<file path="src/rtl/snow64_ext_mem_arbiter_pkg.sv">
// snow64_ext_mem_arbiter_pkg: shared types for the external memory arbiter.
// Provides CpuAddr/LarData widths, the external access type, the arbiter
// state enum and the per-requester partial port structs.
package snow64_ext_mem_arbiter_pkg;

    localparam int ADDR_WIDTH = 64;
    localparam int DATA_WIDTH = 256;

    typedef logic [ADDR_WIDTH-1:0] CpuAddr;
    typedef logic [DATA_WIDTH-1:0] LarData;

    typedef enum logic {
        ExtRead  = 1'b0,
        ExtWrite = 1'b1
    } ExtDataAccessType;

    typedef enum logic [1:0] {
        IDLE,
        ISSUE,
        WAIT_ACK,
        WAIT_DONE
    } ExtMemArbState;

    typedef struct packed {
        logic             req;
        ExtDataAccessType accessType;
        CpuAddr           addr;
        LarData           data;
    } PartialPortIn_ExtMemArb_Rqr;

    typedef struct packed {
        logic   busy;
        LarData data;
    } PartialPortOut_ExtMemArb_Rqr;

endpackage

</file>
<file path="src/rtl/snow64_ext_mem_arbiter_rr.sv">
// snow64_rr_arbiter_2: combinational two-way round-robin picker.
// Ports: pending[1:0] requesters with work queued, lastGrant most recently
// served requester; grant chosen requester, valid high when any is pending.
module snow64_rr_arbiter_2 (
    input  logic [1:0] pending,
    input  logic       lastGrant,
    output logic       grant,
    output logic       valid
);

    assign valid = |pending;
    // On a tie the requester that was not served last wins.
    assign grant = (&pending) ? ~lastGrant : pending[1];

endmodule

</file>
<file path="src/rtl/snow64_ext_mem_arbiter.sv">
// snow64_ext_mem_arbiter: shares one external memory port between two requesters.
// Ports: clk/rst_n (async active-low); per requester N: in_rqrN_req/access_type/
// addr/data request fields, out_rqrN_busy and out_rqrN_data (last read line);
// external side: out_ext_req pulse with out_ext_access_type/addr/data held until
// completion, in_ext_busy/in_ext_data from memory; out_grant_id current owner.
module snow64_ext_mem_arbiter
    import snow64_ext_mem_arbiter_pkg::*;
(
    input  logic                  clk,
    input  logic                  rst_n,
    input  logic                  in_rqr0_req,
    input  logic                  in_rqr0_access_type,
    input  logic [ADDR_WIDTH-1:0] in_rqr0_addr,
    input  logic [DATA_WIDTH-1:0] in_rqr0_data,
    output logic                  out_rqr0_busy,
    output logic [DATA_WIDTH-1:0] out_rqr0_data,
    input  logic                  in_rqr1_req,
    input  logic                  in_rqr1_access_type,
    input  logic [ADDR_WIDTH-1:0] in_rqr1_addr,
    input  logic [DATA_WIDTH-1:0] in_rqr1_data,
    output logic                  out_rqr1_busy,
    output logic [DATA_WIDTH-1:0] out_rqr1_data,
    output logic                  out_ext_req,
    output logic                  out_ext_access_type,
    output logic [ADDR_WIDTH-1:0] out_ext_addr,
    output logic [DATA_WIDTH-1:0] out_ext_data,
    input  logic                  in_ext_busy,
    input  logic [DATA_WIDTH-1:0] in_ext_data,
    output logic                  out_grant_id
);

    PartialPortIn_ExtMemArb_Rqr  inRqr [2];
    // The req field of a slot doubles as its pending flag and the requester's busy.
    PartialPortIn_ExtMemArb_Rqr  slot  [2];
    PartialPortOut_ExtMemArb_Rqr rqrOut[2];
    LarData                      rqrData[2];
    ExtMemArbState               state;
    ExtDataAccessType            extAccessType;
    CpuAddr                      extAddr;
    LarData                      extData;
    logic                        extReq;
    logic                        grantId;
    logic                        lastGrant;
    logic [1:0]                  pending;
    logic [1:0]                  pickPending;
    logic                        pickGrant;
    logic                        pickValid;

    assign inRqr[0] = '{req: in_rqr0_req, accessType: ExtDataAccessType'(in_rqr0_access_type),
                        addr: in_rqr0_addr, data: in_rqr0_data};
    assign inRqr[1] = '{req: in_rqr1_req, accessType: ExtDataAccessType'(in_rqr1_access_type),
                        addr: in_rqr1_addr, data: in_rqr1_data};

    assign pending = {slot[1].req, slot[0].req};
    // While finishing, the owner's slot is still set but must not be re-picked.
    assign pickPending = (state == WAIT_DONE) ? (pending & ~(2'b01 << grantId)) : pending;

    snow64_rr_arbiter_2 rrArbiter (
        .pending  (pickPending),
        .lastGrant(lastGrant),
        .grant    (pickGrant),
        .valid    (pickValid)
    );

    always_ff @(posedge clk or negedge rst_n) begin
        if (!rst_n) begin
            for (int i = 0; i < 2; i++) begin
                slot[i]    <= '0;
                rqrData[i] <= '0;
            end
            state         <= IDLE;
            extReq        <= 1'b0;
            extAccessType <= ExtRead;
            extAddr       <= '0;
            extData       <= '0;
            grantId       <= 1'b0;
            lastGrant     <= 1'b0;
        end else begin
            for (int i = 0; i < 2; i++)
                if (inRqr[i].req && !slot[i].req)
                    slot[i] <= inRqr[i];
            case (state)
                IDLE: begin
                    if (pickValid) begin
                        extAccessType <= slot[pickGrant].accessType;
                        extAddr       <= slot[pickGrant].addr;
                        extData       <= slot[pickGrant].data;
                        grantId       <= pickGrant;
                        extReq        <= 1'b1;
                        state         <= ISSUE;
                    end
                end
                ISSUE: begin
                    extReq <= 1'b0;
                    state  <= WAIT_ACK;
                end
                WAIT_ACK: begin
                    if (in_ext_busy)
                        state <= WAIT_DONE;
                end
                WAIT_DONE: begin
                    if (!in_ext_busy) begin
                        if (slot[grantId].accessType == ExtRead)
                            rqrData[grantId] <= in_ext_data;
                        slot[grantId].req <= 1'b0;
                        lastGrant         <= grantId;
                        if (pickValid) begin
                            extAccessType <= slot[pickGrant].accessType;
                            extAddr       <= slot[pickGrant].addr;
                            extData       <= slot[pickGrant].data;
                            grantId       <= pickGrant;
                            extReq        <= 1'b1;
                            state         <= ISSUE;
                        end else begin
                            state <= IDLE;
                        end
                    end
                end
                default: state <= IDLE;
            endcase
        end
    end

    assign rqrOut[0] = '{busy: slot[0].req, data: rqrData[0]};
    assign rqrOut[1] = '{busy: slot[1].req, data: rqrData[1]};

    assign out_rqr0_busy       = rqrOut[0].busy;
    assign out_rqr0_data       = rqrOut[0].data;
    assign out_rqr1_busy       = rqrOut[1].busy;
    assign out_rqr1_data       = rqrOut[1].data;
    assign out_ext_req         = extReq;
    assign out_ext_access_type = extAccessType;
    assign out_ext_addr        = extAddr;
    assign out_ext_data        = extData;
    assign out_grant_id        = grantId;

endmodule

</file>
<file path="config.mk">
export PLATFORM = sky130hd
export DESIGN_NAME = snow64_ext_mem_arbiter
export DESIGN_NICKNAME = d
export VERILOG_FILES = /design/src/rtl/snow64_ext_mem_arbiter_pkg.sv /design/src/rtl/snow64_ext_mem_arbiter_rr.sv /design/src/rtl/snow64_ext_mem_arbiter.sv
export SDC_FILE = /design/constraint.sdc
export NUM_CORES = 2
export LEC_CHECK = 0
export CORE_AREA = 3 3 672 674
export CTS_CLUSTER_SIZE = 16
export DETAILED_ROUTE_END_ITERATION = 16
export DIE_AREA = 0 0 675 677
export HOLD_SLACK_MARGIN = 0.05
export PLACE_DENSITY = 0.33
export SYNTH_ARGS = -nofsm -noshare
export SYNTH_HDL_FRONTEND = slang
export SYNTH_SLANG_ARGS = --single-unit
</file>
<file path="constraint.sdc">
create_clock -name clk -period 2.4 [get_ports clk]
set_input_delay 0.24 -clock clk [delete_from_list [all_inputs] [get_ports clk]]
set_output_delay 0.24 -clock clk [all_outputs]
set_load 0.005 [all_outputs]
</file>
==> run_results.csv <==
group,metric,value,unit
run_status,run_status,"complete, but fails checks",
run_status,violations,"antenna rules",
synthesis,synth-main-ff-cell,"dfrtp_1",
synthesis,post_synth_main_area_contributors,"dfrtp_1 (64%), mux2_2 (14%), mux2_1 (8.9%), mux2i_1 (5.6%), a21oi_1 (2.8%)",
floorplanning,fp.coreArea,445000,um2
cts,maximum_buffer_depth_of_the_clock_tree,4,
setup_path,timing.critical_path.from,"state[0]$_DFFE_PN0P_",
global_route,grt_first_pass_wirelength,425000,um
synthesis,syn-cell-area,57900,um2
routing,dr_total_vias,43400,
timing,final_hold_viol_count,0,
synthesis,synth_area_per_cell,14.9,um2
layout,drive_gt1_frac,0.190,
routing,drcViolationCount,0,
pwr,overall_power,0.135,W
synthesis,synthMostInstantiatedCell,"dfrtp_1",
floorplanning,die_h,677,um
cts,cts_htree_levels,4,
global_route,vias_in_the_first_global_route,47400,
hold_path,min_path_type,"in -> reg",
cts,cts-root-buf,"clkbuf_16",
synthesis,synth_top_cell_area_share,0.641,
layout,layout.cells.non_filler,12800,
global_route,antenna_found_initial,135,
cts,clock_sinks,1482,
setup_path,worstPathMaxFanout,13,
timing,final.min_clock_period,2.28,ns
timing,slew_at_the_pin_closest_to_its_max_slew_limit,0.636,ns
layout,nets,7585,
synthesis,synth_seq_area_share,0.641,
place,port-buffer-count,1739,
setup_path,worstPathRequired,3.15,ns
setup_path,worst-setup-path-type,"reg -> reg",
synthesis,synth.yosys.warnings,0,
layout,seqCellArea,37100,um2
timing,hold_ws,0.135,ns
floorplanning,floorplan.rows,245,
cts,cts_inserted_buffers,197,
cts,cts_tree,"built",
routing,post_drt_via_cell_ratio,3.39,
floorplanning,initial_utilization,0.130,
layout,areaGrowthSynthToFinish,72.2,%
layout,area_of_combinational_cells_with_multiple_inputs,19400,um2
layout,fill_cells,47400,
global_route,track_usage,0.134,
setup_path,cp.arrival,3.03,ns
pwr,power_density,1350,nW/um2
routing,tritonroute_pass_1_iters,5,
timing,rsz_0062_raised_after_global_routing,"yes",
timing,max_clock_freq,439,MHz
place,gp_routability_congestion,0.830,
setup_path,worst_setup_path_end_kind,"flop",
routing,wirelength,317000,um
floorplanning,num_io_pins,1740,
floorplanning,floorplan.die.width,675,um
timing,timing.final.crit_share,0.950,
timing,final_setup_skew,0.0621,ns
synthesis,syn-num-nets,4790,
routing,detailedRoute.firstIterationViolations,1544,
synthesis,asyncSetResetFlopFracSynth,1.00,
routing,wire_per_inst,24.8,um
setup_path,critPathLaunchType,"flop",
routing,final_antenna_net_count,1,
synthesis,ys_types,33,
synthesis,number_of_enable_flip_flop_cells_after_synthesis,0,
pwr,leakage,40.5,nW
timing,setup-violations-final,0,
global_route,global_route.overflow_total,0,
synthesis,cell_accounting_for_the_most_synthesized_area,"dfrtp_1",
cts,clk_pin_slew_worst_paths,0.06,ns
floorplanning,die_area,457000,um2
setup_path,r2r_start,"state[0]$_DFFE_PN0P_",
cts,worst_skew_pair.late_latency,0.89,ns
global_route,grt_max_degree,100,
timing,timing.slew.headroom,0.576,
place,place_hpwl,255000,um
pwr,vdd.ir_drop.worst,580,uV
hold_path,holdCritStartpoint,"in_ext_data[70]",
place,placed_cells_incl_taps,11600,
synthesis,synth_top_cells_by_count,"dfrtp_1 (1,482), mux2_2 (695), mux2_1 (460)",
flow_run,cap_viol_max_count,0,
timing,report.final.slew_viol_count,0,
synthesis,syn-instance-count,3881,
synthesis,ys_seq_elements,1482,
routing by layer:
layer	vias to the layer above	track usage	part of all wire
li1	19400	-	-
met1	22200	0.136	0.35
met2	1261	0.266	0.56
met3	453	0.0309	0.055
met4	58	0.0440	0.036
met5	-	0	0.0011
metrics by stage:
stage | util | cell area (um2) | worst slack [ns] | setup TNS, ns
detailed placement | 0.190 | 84600 | -0.175 | -39.73
global route | 0.224 | 99600 | -0.0270 | -0.490
CTS | 0.223 | 99400 | 0.00325 | 0
finish | 0.224 | 99700 | 0.121 | 0
floorplan | - | 57900 | 0.448 | 0
global placement | 0.190 | 84600 | -0.181 | -37.99
kinds of logic (layout without fill, tap and decap cells):
group / count (synthesis) / in the layout / share of synthesized area
mux: 1478 / 1478 / 0.281
fa+ha+maj: 6 / 6 / 0.00130
flops: 1482 / 1482 / 0.641
compound gates: 332 / 332 / 0.0293
other cells: 0 / 62 / 0
buf+inv: 243 / 3188 / 0.0255
simple gates: 340 / 340 / 0.0227
placed cells by master (no fill, tap or decap), drive strengths merged, types with 6 or more instances in the layout:
| master | netlist | final |
|---|---|---|
| inv | 7 | 12 |
| clkbuf | 51 | 317 |
| ha | 6 | 6 |
| diode | 0 | 62 |
| clkinv | 0 | 24 |
| a21oi | 322 | 322 |
| dfrtp | 1482 | 1482 |
| mux2i | 323 | 323 |
| buf | 185 | 284 |
| dlygate4sd2 | 0 | 30 |
| dlygate4sd3 | 0 | 818 |
| clkdlybuf4s50 | 0 | 1696 |
| nor2 | 325 | 325 |
| mux2 | 1155 | 1155 |
path summary, 6_finish.rpt:
path	endpoint	slack (ns)	depth (start not counted)
max reg2reg	out_ext_data[149]$_DFFE_PN0P_	0.12	8
min reg2reg	out_rqr0_data[128]$_DFFE_PN0P_	0.48	1
min in group asynchronous	slot[340]$_DFFE_PN0P_	0.31	3
max in group asynchronous	out_rqr0_data[242]$_DFFE_PN0P_	1.41	3
max	out_ext_data[149]$_DFFE_PN0P_	0.12	8
min	out_rqr0_data[70]$_DFFE_PN0P_	0.13	2
layout make-up:
cell class / count / area share
repair buffers: 2832 / 0.291
multi-input cells: 2156 / 0.194
well taps: 5928 / 0.0744
clock buffers: 315 / 0.0614
clock inverters: 34 / 0.00454
inverters: 7 / 0.000264
flip-flops and latches: 1482 / 0.372
diodes: 62 / 0.00156
flip-flops by register name, summed over array words and instances, names as in the netlist:
name,count
out_ext_req,1
out_grant_id,1
out_rqr1_data,256
lastGrant,1
out_ext_addr,64
slot,642
out_ext_access_type,1
state,2
out_rqr0_data,256
out_ext_data,256
out_rqr1_busy,1
out_rqr0_busy,1
power breakdown:
part | switching [W] | internal (W) | leakage (nW)
combinational | 0.0274 | 0.0317 | 19.7
clock | 0.0123 | 0.0178 | 3.23
sequential | 0.00775 | 0.0380 | 17.6
total | 0.0474 | 0.0875 | 40.5
critical path, cell delays in order, from the launching register on:
cell	delay, ns
dfrtp_1	0.41
ha_2	0.28
a21bo_1	0.19
a31o_4	0.19
buf_12	0.20
buf_4	0.25
mux2i_1	0.35
buf_4	0.19
a21oi_1	0.06
repair_timing:
action | CTS | global route
pin swaps | 1 | 0
hold buffers | 819 | 0
endpoints found under the hold margin | 2400 | 0
gates resized for setup | 39 | 10
setup buffers | 2 | 0
cloned | 0 | 2
setup endpoints to repair | 112 | 37
Power figures use the tool's default switching activity.
